File: src/rtl/multiplier_pipe_param.sv
// Pipelined signed/unsigned multiplier with a start/stop session controller.
// Operands are extended to 2*WIDTH bits (sign or zero, per operation) and the
// product is accumulated two multiplier bits per stage over WIDTH stages, then
// registered into the result/out_vld output slot. A stalled output freezes the
// whole pipe.
module multiplier_pipe_param #(
    parameter int unsigned WIDTH = 4,
    parameter int unsigned CNT_W = 16
) (
    input  logic               clk,
    input  logic               reset,
    input  logic [WIDTH-1:0]   a,
    input  logic [WIDTH-1:0]   b,
    input  logic               in_signed,
    input  logic               in_vld,
    output logic               in_rdy,
    input  logic               mul_start,
    input  logic               mul_stop,
    output logic [2*WIDTH-1:0] result,
    output logic               out_vld,
    input  logic               out_rdy,
    output logic               pipe_done,
    output logic               busy,
    output logic [CNT_W-1:0]   op_cnt
);

    localparam int unsigned PW = 2 * WIDTH;

    typedef logic [PW-1:0] word_t;

    typedef enum logic [1:0] {
        StIdle,
        StRun,
        StDrain
    } state_e;

    state_e           state_q, state_d;

    // Operand words only need to travel to the second-to-last stage; the last
    // stage adds its partial products straight into the accumulator.
    word_t            a_q   [WIDTH-1];
    word_t            b_q   [WIDTH-1];
    word_t            a_d   [WIDTH-1];
    word_t            b_d   [WIDTH-1];
    word_t            acc_q [WIDTH];
    word_t            acc_d [WIDTH];
    logic [WIDTH-1:0] vld_q, vld_d;

    logic             out_vld_q;
    word_t            result_q;
    logic             pipe_done_q;
    logic [CNT_W-1:0] op_cnt_q;

    logic             stall;
    logic             xfer;
    logic             pipe_empty;
    word_t            a_ext;
    word_t            b_ext;

    // Sum of the partial products for multiplier bits 2j and 2j+1.
    function automatic word_t partial_sum(input word_t x, input word_t y, input int unsigned j);
        word_t sum;
        sum = '0;
        if (((y >> (2 * j)) & word_t'(1)) != '0) begin
            sum = sum + (x << (2 * j));
        end
        if (((y >> (2 * j + 1)) & word_t'(1)) != '0) begin
            sum = sum + (x << (2 * j + 1));
        end
        return sum;
    endfunction

    assign stall      = out_vld_q & ~out_rdy;
    assign in_rdy     = (state_q == StRun) & ~stall;
    assign xfer       = in_vld & in_rdy;
    assign pipe_empty = ~|vld_q & ~out_vld_q;

    // Extend operands so the 2*WIDTH-bit modular product is exact in both modes.
    always_comb begin
        a_ext = {{WIDTH{in_signed & a[WIDTH-1]}}, a};
        b_ext = {{WIDTH{in_signed & b[WIDTH-1]}}, b};
    end

    // Session control: start opens, stop closes, drain waits for an empty pipe.
    always_comb begin
        state_d = state_q;
        unique case (state_q)
            StIdle:  if (mul_start && !mul_stop) state_d = StRun;
            StRun:   if (mul_stop) state_d = StDrain;
            StDrain: if (pipe_empty) state_d = StIdle;
            default: state_d = StIdle;
        endcase
    end

    // Controller state register.
    always_ff @(posedge clk or posedge reset) begin
        if (reset) begin
            state_q <= StIdle;
        end else begin
            state_q <= state_d;
        end
    end

    // Next-state of the pipeline stages; everything holds while stalled.
    always_comb begin
        vld_d = vld_q;
        for (int j = 0; j < WIDTH - 1; j++) begin
            a_d[j] = a_q[j];
            b_d[j] = b_q[j];
        end
        for (int j = 0; j < WIDTH; j++) begin
            acc_d[j] = acc_q[j];
        end
        if (!stall) begin
            vld_d[0] = xfer;
            a_d[0]   = a_ext;
            b_d[0]   = b_ext;
            acc_d[0] = partial_sum(a_ext, b_ext, 0);
            for (int j = 1; j < WIDTH - 1; j++) begin
                a_d[j] = a_q[j-1];
                b_d[j] = b_q[j-1];
            end
            for (int j = 1; j < WIDTH; j++) begin
                vld_d[j] = vld_q[j-1];
                acc_d[j] = acc_q[j-1] + partial_sum(a_q[j-1], b_q[j-1], j);
            end
        end
    end

    // Pipeline stage registers.
    always_ff @(posedge clk or posedge reset) begin
        if (reset) begin
            vld_q <= '0;
            for (int j = 0; j < WIDTH - 1; j++) begin
                a_q[j] <= '0;
                b_q[j] <= '0;
            end
            for (int j = 0; j < WIDTH; j++) begin
                acc_q[j] <= '0;
            end
        end else begin
            vld_q <= vld_d;
            for (int j = 0; j < WIDTH - 1; j++) begin
                a_q[j] <= a_d[j];
                b_q[j] <= b_d[j];
            end
            for (int j = 0; j < WIDTH; j++) begin
                acc_q[j] <= acc_d[j];
            end
        end
    end

    // Output slot: result only moves when a valid product arrives.
    always_ff @(posedge clk or posedge reset) begin
        if (reset) begin
            out_vld_q <= 1'b0;
            result_q  <= '0;
        end else if (!stall) begin
            out_vld_q <= vld_q[WIDTH-1];
            if (vld_q[WIDTH-1]) begin
                result_q <= acc_q[WIDTH-1];
            end
        end
    end

    // Per-session saturating transfer counter.
    always_ff @(posedge clk or posedge reset) begin
        if (reset) begin
            op_cnt_q <= '0;
        end else if (state_q == StIdle && state_d == StRun) begin
            op_cnt_q <= '0;
        end else if (xfer && op_cnt_q != '1) begin
            op_cnt_q <= op_cnt_q + CNT_W'(1);
        end
    end

    // Drain-complete pulse, high for the first cycle back in idle.
    always_ff @(posedge clk or posedge reset) begin
        if (reset) begin
            pipe_done_q <= 1'b0;
        end else begin
            pipe_done_q <= (state_q == StDrain) && (state_d == StIdle);
        end
    end

    assign result    = result_q;
    assign out_vld   = out_vld_q;
    assign pipe_done = pipe_done_q;
    assign busy      = (state_q != StIdle);
    assign op_cnt    = op_cnt_q;

endmodule
File: config.mk
export PLATFORM = sky130hd
export DESIGN_NAME = multiplier_pipe_param
export DESIGN_NICKNAME = d
export VERILOG_FILES = /design/src/rtl/multiplier_pipe_param.sv
export SDC_FILE = /design/constraint.sdc
export NUM_CORES = 1
export LEC_CHECK = 0
export ABC_AREA = 1
export BUFFER_PORTS_ARGS = -buffer_cell sky130_fd_sc_hd__buf_4
export CORE_MARGIN = 5
export CORE_UTILIZATION = 60
export DETAILED_ROUTE_END_ITERATION = 16
export PLACE_DENSITY = 0.81
export SLEW_MARGIN = 20
export SYNTH_ARGS = -nofsm -noshare
export SYNTH_HDL_FRONTEND = slang
export SYNTH_SLANG_ARGS = --single-unit
File: constraint.sdc
create_clock -name clk -period 5.8 [get_ports clk]
set_input_delay 1.16 -clock clk [delete_from_list [all_inputs] [get_ports clk]]
set_output_delay 1.16 -clock clk [all_outputs]
set_load 0.01 [all_outputs]
# After elaboration in Yosys (flattened, before gate mapping)
# Cells that the tools add are included.
[word_totals] register_bits=90 inputBits=15 wordCells=70
[classes] n_reduce_logical=12 mux=21 n_eq_ne=4 n_addsub=8 bitwise=9
[op_table] op="$mux W8" count=15
[op_table] op="$add A8 B8 Y8" count=7
[op_table] op="$mux W16" count=2
[op_table] op="$add A16 B1 Y16 const B" count=1
[op_table] op="$ne A16 B16 Y1 const B" count=1
[op_table] op="$and A1 B1 Y1" count=6
[op_table] op="$mux W2" count=3
[op_table] op="$pmux W2 S3" count=1
[op_table] op="$eq A2 B1 Y1 const B" count=2
[op_table] op="$logic_and A1 B1 Y1" count=4
[op_table] op="$logic_not A2 Y1" count=2
[op_table] op="$reduce_bool A2 Y1" count=2
[op_table] op="$reduce_or A4 Y1" count=1
[op_table] op="$not A1 Y1" count=3
[op_table] op="$eq A2 B2 Y1 const B" count=1
[op_table] op="$logic_not A1 Y1" count=2
[op_table] op="$reduce_and A2 Y1" count=1

# Longest topological paths before layout
# Gate-level depths: netlist of the first run.
[depth] word_depth=8 mapped_depth=20 mapped_depth_nobuf=19

# Least setup slack after synthesis of the first run
# OpenSTA, ideal clock, no wires.
[synth_timing] path_type="input port to output port" startpoint="input out_rdy" endpoint="output in_rdy" t_arrival_ns=1.725 path_slack_ns=2.915 stages=3 cell_sequence="nor2_4 clkbuf_1 nor2_1"
[synth_via] elab_chain_len=4
[synth_rtl] item="from (decl)" line_no="21" source="input logic out_rdy,"
[synth_rtl] item="$not A1 Y1" line_no="73" source="assign stall = out_vld_q & ~out_rdy;"
[synth_rtl] item="$and A1 B1 Y1" line_no="73"
[synth_rtl] item="$not A1 Y1 (no source line)"
[synth_rtl] item="$and A1 B1 Y1" line_no="74" source="assign in_rdy = (state_q == StRun) & ~stall;"
[synth_rtl] item="to (decl)" line_no="16" source="output logic in_rdy,"
# Every way passes these cells.

# Final worst setup path of the first run
# Same ends and word-level chain as after synthesis.

==> results of run 1 <==
## worst min path at each step
stage                          from  endpoint  slack [ps]
final                      acc_q[8]  acc_q[0]         470
after global placement    acc_q[17]  acc_q[9]         450
after CTS                  acc_q[8]  acc_q[0]         480
after detailed placement   acc_q[8]  acc_q[0]         460
after global routing       acc_q[8]  acc_q[0]         510
after floorplan            acc_q[8]  acc_q[0]         440
## placed cells by master, fill, tap and decap left out, types with 2 or more instances in the layout
cell / count
sky130_fd_sc_hd__nand2_2: 2
sky130_fd_sc_hd__nor3_1: 5
sky130_fd_sc_hd__a21oi_1: 16
sky130_fd_sc_hd__nor3_2: 8
sky130_fd_sc_hd__o21ai_2: 6
sky130_fd_sc_hd__nor2_2: 2
sky130_fd_sc_hd__or2_2: 4
sky130_fd_sc_hd__buf_4: 44
sky130_fd_sc_hd__clkbuf_8: 10
sky130_fd_sc_hd__nand3_1: 27
sky130_fd_sc_hd__nor2_1: 28
sky130_fd_sc_hd__xor2_1: 11
sky130_fd_sc_hd__ha_1: 18
sky130_fd_sc_hd__inv_1: 59
sky130_fd_sc_hd__xnor2_1: 5
sky130_fd_sc_hd__clkinvlp_4: 2
sky130_fd_sc_hd__nand2_4: 2
sky130_fd_sc_hd__o21ai_0: 46
sky130_fd_sc_hd__mux2_2: 7
sky130_fd_sc_hd__nand4_1: 9
sky130_fd_sc_hd__nand2_1: 133
sky130_fd_sc_hd__nor3b_2: 3
sky130_fd_sc_hd__clkinv_4: 2
sky130_fd_sc_hd__o21ai_1: 2
sky130_fd_sc_hd__dfrtp_1: 80
sky130_fd_sc_hd__inv_2: 7
sky130_fd_sc_hd__fa_1: 5
## Yosys cell counts
library cell               number
sky130_fd_sc_hd__nand2_4        2
sky130_fd_sc_hd__a31oi_1        1
sky130_fd_sc_hd__buf_2          2
sky130_fd_sc_hd__buf_6          2
sky130_fd_sc_hd__clkbuf_1      11
sky130_fd_sc_hd__nand3_2        1
sky130_fd_sc_hd__ha_1          18
sky130_fd_sc_hd__a21oi_1       16
sky130_fd_sc_hd__a211oi_1       1
sky130_fd_sc_hd__a21o_1         1
sky130_fd_sc_hd__o21bai_1       1
sky130_fd_sc_hd__nor2_1        28
sky130_fd_sc_hd__inv_1         60
sky130_fd_sc_hd__nor3_1         5
sky130_fd_sc_hd__xor2_1        11
sky130_fd_sc_hd__nand2_2        2
sky130_fd_sc_hd__o21ai_1        2
sky130_fd_sc_hd__nor3_2         8
sky130_fd_sc_hd__o21ai_2        6
sky130_fd_sc_hd__nor2_2         2
sky130_fd_sc_hd__and2_1         1
sky130_fd_sc_hd__or2_2          4
sky130_fd_sc_hd__inv_2          6
sky130_fd_sc_hd__and3_2         1
sky130_fd_sc_hd__nor3b_2        3
sky130_fd_sc_hd__xnor2_1        5
sky130_fd_sc_hd__fa_1           5
sky130_fd_sc_hd__nand2_1      133
sky130_fd_sc_hd__o31ai_1        1
sky130_fd_sc_hd__mux2_2         7
sky130_fd_sc_hd__dfrtp_1       80
sky130_fd_sc_hd__o31ai_2        1
sky130_fd_sc_hd__o21ai_0       46
sky130_fd_sc_hd__nor2_4         1
sky130_fd_sc_hd__o22ai_1        1
sky130_fd_sc_hd__nand3_1       27
sky130_fd_sc_hd__nand4_1        9
sky130_fd_sc_hd__o211ai_1       1
sky130_fd_sc_hd__nor4_1         1
## worst max-delay path, cell delays in order
cell and delay, ps:
sky130_fd_sc_hd__buf_4 120, sky130_fd_sc_hd__nor2_4 80, sky130_fd_sc_hd__buf_4 420, sky130_fd_sc_hd__nor2_1 100
sky130_fd_sc_hd__buf_4 160
## where the power goes
part | internal [uW] | switching, uW | total (uW)
Clock | 170 | 214 | 384
Combinational | 327 | 434 | 761
Sequential | 754 | 141 | 895
Total | 1250 | 789 | 2040
## layout make-up
class	instances	area (um2)
Clock inverter	5	41.3
Clock buffer	11	141
Inverter	66	248
Tap cell	99	124
Sequential cell	80	2000
Fill cell	589	2260
Timing Repair Buffer	44	330
Multi-Input combinational cell	352	2030
## per-stage QoR
stage	std cells	utilization	area [um2]	hold slack, ps	worst slack (ps)
2_1_floorplan	513	-	4360	442	2590
3_3_place_gp	641	0.660	4740	453	2560
3_5_place_dp	641	0.660	4740	461	2520
4_1_cts	657	0.685	4920	479	2590
5_1_grt	657	0.685	4920	510	2510
6_report	657	0.685	4920	475	2610
## per-layer routing
layer | up-vias | GRT usage
met5 | - | 0
met4 | 0 | 0.0950
met3 | 18 | 0.0284
met2 | 82 | 0.341
met1 | 1638 | 0.269
li1 | 1736 | -
## cell families after synthesis
logic type / share of synthesized area
and+or+nand+nor: 0.242
AOI/OAI and AO/OA: 0.100
buffers and inverters: 0.0738
adders and majority gates: 0.0747
muxes: 0.0181
xor gates and xnor gates: 0.0322
DFF: 0.460
## sequential cells by signal (all words and copies together) (netlist names)
| signal | flops |
|---|---|
| state_q | 2 |
| acc_q | 32 |
| out_vld | 1 |
| pipe_done | 1 |
| b_q | 5 |
| op_cnt | 16 |
| vld_q | 4 |
| a_q | 11 |
| result | 8 |
==> impl.org, run 1 <==
** Clock network
- Post-cts resize count :: 0
- The root buffer cell chosen for the clock tree is sky130_fd_sc_hd__clkbuf_8.
- Number of hold-repair buffers added at the cts stage :: 0
- TritonCTS clock tree :: built
- The number of setup buffers added after CTS is 0.
- The clock drives 80 sinks.
- Post-CTS clock slew at the launch and capture registers of the worst setup and hold paths :: 80 ps
- CTS built an H-tree with a depth of 3.
- The clock reaches the later pin of the worst-skew pair after 360 ps.
- Clock buffer depth :: 2
- Counting the buffers created by CTS gives 9.

** Drt
- Dividing the detail-routed wire length by the instance count gives 12.9 um.
- The detailed router finished its first iteration with 195 violations.
- The detail route stage leaves a number of antenna-violating nets equal to 0.
- After detailed routing, the met2 layer carries 4.23 mm of wire.
- In this run the top signal layer used is met4.
- Across all layers, the routed design uses 3474 vias.
- Wire length on met1 :: 3.69 mm
- Vias per Instance :: 5.29
- Length of the first detailed-routing pass in iterations :: 4
- After detailed routing, the met3 layer carries 378 um of wire.
- The routed design has 8.51 mm of wire.
- Count of unresolved DRC violations after routing :: 0

** Worst setup path
- Critical path peak fanout :: 54
- The critical path is of the input port to primary output type.
- For flop-to-flop paths, the worst setup slack is 2870 ps.
- The critical path ends at in_rdy.
- Reg-to-Reg End :: acc_q[23]
- R2R depth :: 19
- For the worst setup path, the data arrival time is 2030 ps.
- WP data required :: 4640 ps
- RR Startpoint :: b_q[18]
- STA classifies the critical path startpoint as an input port.
- STA classifies the critical path endpoint as a primary output.
- Tracing the worst setup path back leads to its startpoint at out_rdy.

** STA
- In the finished design, the share of the clock period the worst path needs comes to 0.551.
- Setup repair after global routing left no endpoint under its margin.
- Headroom to the max-slew limit came out at 0.499.
- Final critical delay including setup and external delays :: 3190 ps
- Adding up every negative setup slack in the final design gives 0 ps.
- Finish-stage setup viols :: 0
- Max-slew violation count :: 0
- Static timing analysis puts the maximum clock frequency at 0.313 GHz.
- Count of final hold-check violations :: 0
- Clock skew on the completed layout was measured at 11.1 ps.
- Pin slew with the least headroom to its limit :: 751 ps

** Die
- Total I/O pin count :: 43
- The region available for standard cell placement spans 7180 um2.
- In this run the core area contains 31 standard-cell rows.
- The die is 95.2 um wide.
- Die Area :: 9060 um2
- The die is 95.2 um tall.
- Initial cell density of the core :: 0.607

** Pwr
- Worst vdd ir :: 176 uV
- Total leakage power :: 0.00251 uW
- Power density over cell area :: 415 nW/um2
- Power, Total :: 2040 uW

** Place
- Final weighted congestion in routability-driven placement :: 0.899
- After legalization and detailed placement, the total HPWL measured 6.05 mm.
- I/O Buffers :: 42

** Synthesis
- Dividing the synthesized area by the synthesized cell count gives 8.49 um2.
- Total nets after synthesis :: 551
- The share of the Yosys chip area taken by registers is 0.460.
- Flip-flop and latch count after synthesis :: 80
- Number of distinct library cells after synthesis :: 39
- For this run, the number of Yosys warnings is 0.
- Area share of the leading cell type in the synthesized netlist :: 0.460
- The cell count after synthesis came out at 513.
- Of all cell types, the one taking the most synthesized area is sky130_fd_sc_hd__dfrtp_1.
- After synthesis, the cell types taking the most area are sky130_fd_sc_hd__dfrtp_1 (46%), sky130_fd_sc_hd__nand2_1 (11%), sky130_fd_sc_hd__o21ai_0 (5.3%).
- The cell area that synthesis handed to floorplanning was 4360 um2.

** GRT
- Number of global-route vias before repair :: 3350
- The first global-routing pass estimated 14.7 mm of wire.
- Sum of overflow across all layers after global routing :: 0
- Overall track demand over capacity in global routing :: 0.206
- The initial antenna violation count came to 0.
- Entering global routing, the biggest net connects 55 pins.

** Finish
- Fraction of layout cells with a size suffix above 1 :: 0.186
- Layout-stage area growth over the synthesis result :: 12.9%
- Number of nets at the end of the flow :: 591
- The number of antenna diodes in the final layout is 0.

** Min path
- Hold depth :: 2
- The path class of the tightest hold or removal check is flop to flop.

** Outcome
- The run finished with clean final reports.

** Flow run
- Across the run, the number of max-cap violations was 0.
Power figures use the tool's default switching activity.
==> inputs of run 2 (changes only) <==
CORE_UTILIZATION = 59   (was 60)
PLACE_DENSITY = 0.8   (was 0.81)
clock period = 3.15 ns   (was 5.8 ns; I/O delays follow)
==> run 2 against run 1 <==
Effect of this change:
- register-to-register slack worse by 2600 ps
- sequential share of layout area is 0.47 points lower
- critical path depth is 14 higher
- sequential cell count stayed put
- die area is 1.5% higher
- highest routed layer unchanged
- count of clock-buffer cells in the layout is 1 lower
- clock skew is 2.0 ps lower
- non-clock buffer count is 1 higher
- cell count is 0.15% higher
- final area is 1.2% higher
==> impl.org, run 2 (synthesized netlist as in run 1, its figures left out) <==
** Outcome
- The flow ran to the end, and the final reports show no timing, DRC or antenna violations.

** Clock network
- TritonCTS built the clock tree.
- The number of clock buffers added by TritonCTS is 9.
- Clock buffer depth :: 2
- For the worst-skew pair, the clock arrives at the later sink with an insertion delay of 350 ps.
- Post-cts resize count :: 0
- Number of H-tree branching levels :: 3
- Root buf cell :: sky130_fd_sc_hd__clkbuf_8
- Post-CTS clock slew at the launch and capture registers of the worst setup and hold paths :: 80 ps
- Number of setup buffers added after CTS :: 0
- Sink count of the clock tree :: 80
- After clock tree synthesis, the flow added hold-fix buffers numbering 0.

** Worst setup path
- R2R depth :: 19
- For the worst setup path, the data arrival time is 3090 ps.
- Worst-path cell chain :: nand2_1 -> inv_1 -> ha_1 -> inv_1 -> fa_1 -> or2_2 -> nand3_1 -> o21ai_0 -> ha_1 -> nand2_1 -> inv_1 -> nand3_1 -> nand3_1 -> nand2_1 -> nand2_1 -> inv_1 -> nand3_1 -> nand3_1 -> nand2_1
- The kind of cell with the highest combined delay along the critical path is simple AND/OR/NAND/NOR gates.
- Along the worst path, the maximum fanout reaches 8.
- Counting buffers and inverters, the worst setup path is 19 cells deep.
- On the critical path, the stage with the largest delay is an instance of sky130_fd_sc_hd__dfrtp_1.
- Counting both buffers and inverters, the worst setup path holds a total of 4.
- STA classifies the critical path startpoint as a flop.
- The worst setup path is of the flop to flop kind.
- Kind of capture point of the worst setup path :: flop
- STA puts the critical path data required time at 3400 ps.
- The largest single stage delay on the critical path is 470 ps.

** STA
- Max Clock Skew :: 9.08 ps
- Final critical delay including setup and external delays :: 2840 ps
- Derived from the worst setup path, the maximum achievable clock frequency is 0.352 GHz.
- Max-slew violation count :: 0
- Measured against its own limit, the worst slew margin works out to 0.534.
- Of the available clock period, the critical path in the final layout requires 0.903.
- The number of failing hold endpoints at the final stage came to 0.
- For the pin with the worst max-slew slack, the measured transition is 698 ps.
- Setup repair after global routing missed its margin :: no
- Summed over all failing endpoints, the final setup total negative slack is 0 ps.
- Finish-stage setup viols :: 0

** Finish
- Register with the highest flop count :: acc_q
- Commonest non-fill, non-tap cells in the layout :: sky130_fd_sc_hd__nand2_1 (133), sky130_fd_sc_hd__dfrtp_1 (80), sky130_fd_sc_hd__inv_1 (59), sky130_fd_sc_hd__o21ai_0 (46), sky130_fd_sc_hd__buf_4 (44)
- The repair_antennas step left the layout with diodes totalling 0.
- Fraction of layout cells with a size suffix above 1 :: 0.188
- Most common cell after layout, fill and taps aside :: sky130_fd_sc_hd__nand2_1
- In the final layout, the multi-input gates occupy 2030 um2.
- The finished cells cover 4980 um2.
- Filler cells :: 612
- Max reg flops :: 32
- Number of nets at the end of the flow :: 592
- The area growth from synthesis to layout is 14.2%.
- The sequential cells in the finished layout cover a total of 2000 um2.

** GRT
- For this run the aggregate overflow at the end of global routing stands at 0.
- The initial antenna violation count is 0.
- Number of global-route vias before repair :: 3544
- The first global-routing pass estimated 15.9 mm of wire.
- Largest net degree at the start of global routing :: 53
- For this run, the total global-route usage over all layers was measured as 0.223.

** Place
- Final weighted congestion in routability-driven placement :: 0.897
- I/O Buffers :: 42
- After legalization and detailed placement, the total HPWL measured 6.61 mm.
- Once placement finished, the instance area stood at 4760 um2.

** Die
- Pin placement for this block handled 43 I/O pins.
- In this run the core area contains 31 standard-cell rows.
- The initial utilization of the core area, before any placement, comes to 0.604.
- Height of the chip :: 95.9 um
- Die Area :: 9200 um2
- Die X :: 95.9 um
- The core region is 7210 um2.

** Drt
- For this run, design rule violations remaining after detail routing come to 0.
- Via count of the routed design :: 3450
- For this block, the initial DRC count from the detailed router was 97.
- After detailed routing, the average wire length per cell comes to 13.7 um.
- Dividing the detail-routed via count by the number of cells gives 5.24.
- The routed design has 9.00 mm of wire.
- The first detailed-routing pass ran for 4 iterations.
- Routed Antenna Nets :: 0

** Pwr
- Total leakage power :: 0.00255 uW
- VDD sags by at most 399 uV.
- Power density over cell area :: 786 nW/um2

** Flow run
- Number of violations of the max-capacitance limit :: 0

** Min path
- The path class of the tightest hold or removal check is input port to async pin.
[run 2: changes by cell type in the layout (fill, tap and decap cells not counted), sizes merged]
cell | before | now
buf | 44 | 45
bufinv | 0 | 2
clkbuf | 11 | 10
clkinv | 2 | 3
clkinvlp | 2 | 0
[run 2: power breakdown]
part           internal [uW]  switching, uW
registers               1390            264
logic                    612            812
clock network            452            382
[run 2: routing by layer]
layer,track usage,part of all wire,up-vias
li1,-,-,1744
met1,0.274,0.43,1634
met2,0.397,0.52,63
met3,0.0328,0.035,9
met4,0.0818,0.014,0
met5,0,0,-
[run 2: path summary, 6_finish.rpt]
path                            from    endpoint  slack [ps]
hold / removal                 reset   result[3]         370
setup reg to reg             b_q[18]   acc_q[23]         310
setup / recovery             b_q[18]   acc_q[23]         310
max in group asynchronous      reset     b_q[19]        2150
min in group clk            mul_stop  state_q[0]         450
hold reg to reg            acc_q[17]    acc_q[9]         480
[run 2: final cells by class]
type / instances / area share
multi-input cells: 352 / 0.408
flip-flops and latches: 80 / 0.402
repair buffers: 45 / 0.0704
inverters: 66 / 0.0500
clock buffers: 10 / 0.0256
well taps: 99 / 0.0249
clock inverters: 6 / 0.0184
[run 2: worst register-to-register path, delay by kind of cell, from the launching register on]
kind | cells | cell delay (ps)
adder cells (fa/ha/maj) | 3 | 920
AO/OA/AOI/OAI | 1 | 80
flip-flops | 1 | 470
AND/OR/NAND/NOR | 11 | 1050
buffers and inverters | 4 | 230
[run 2: per-stage QoR]
step	utilization	setup WS (ps)	hold slack, ps	instances	power (uW)
2_1_floorplan	-	468	442	513	2620
3_3_place_gp	0.659	488	451	642	3020
3_5_place_dp	0.659	373	462	642	3100
4_1_cts	0.690	332	382	658	3950
5_1_grt	0.690	56.1	412	658	4230
6_report	0.690	306	365	658	3910
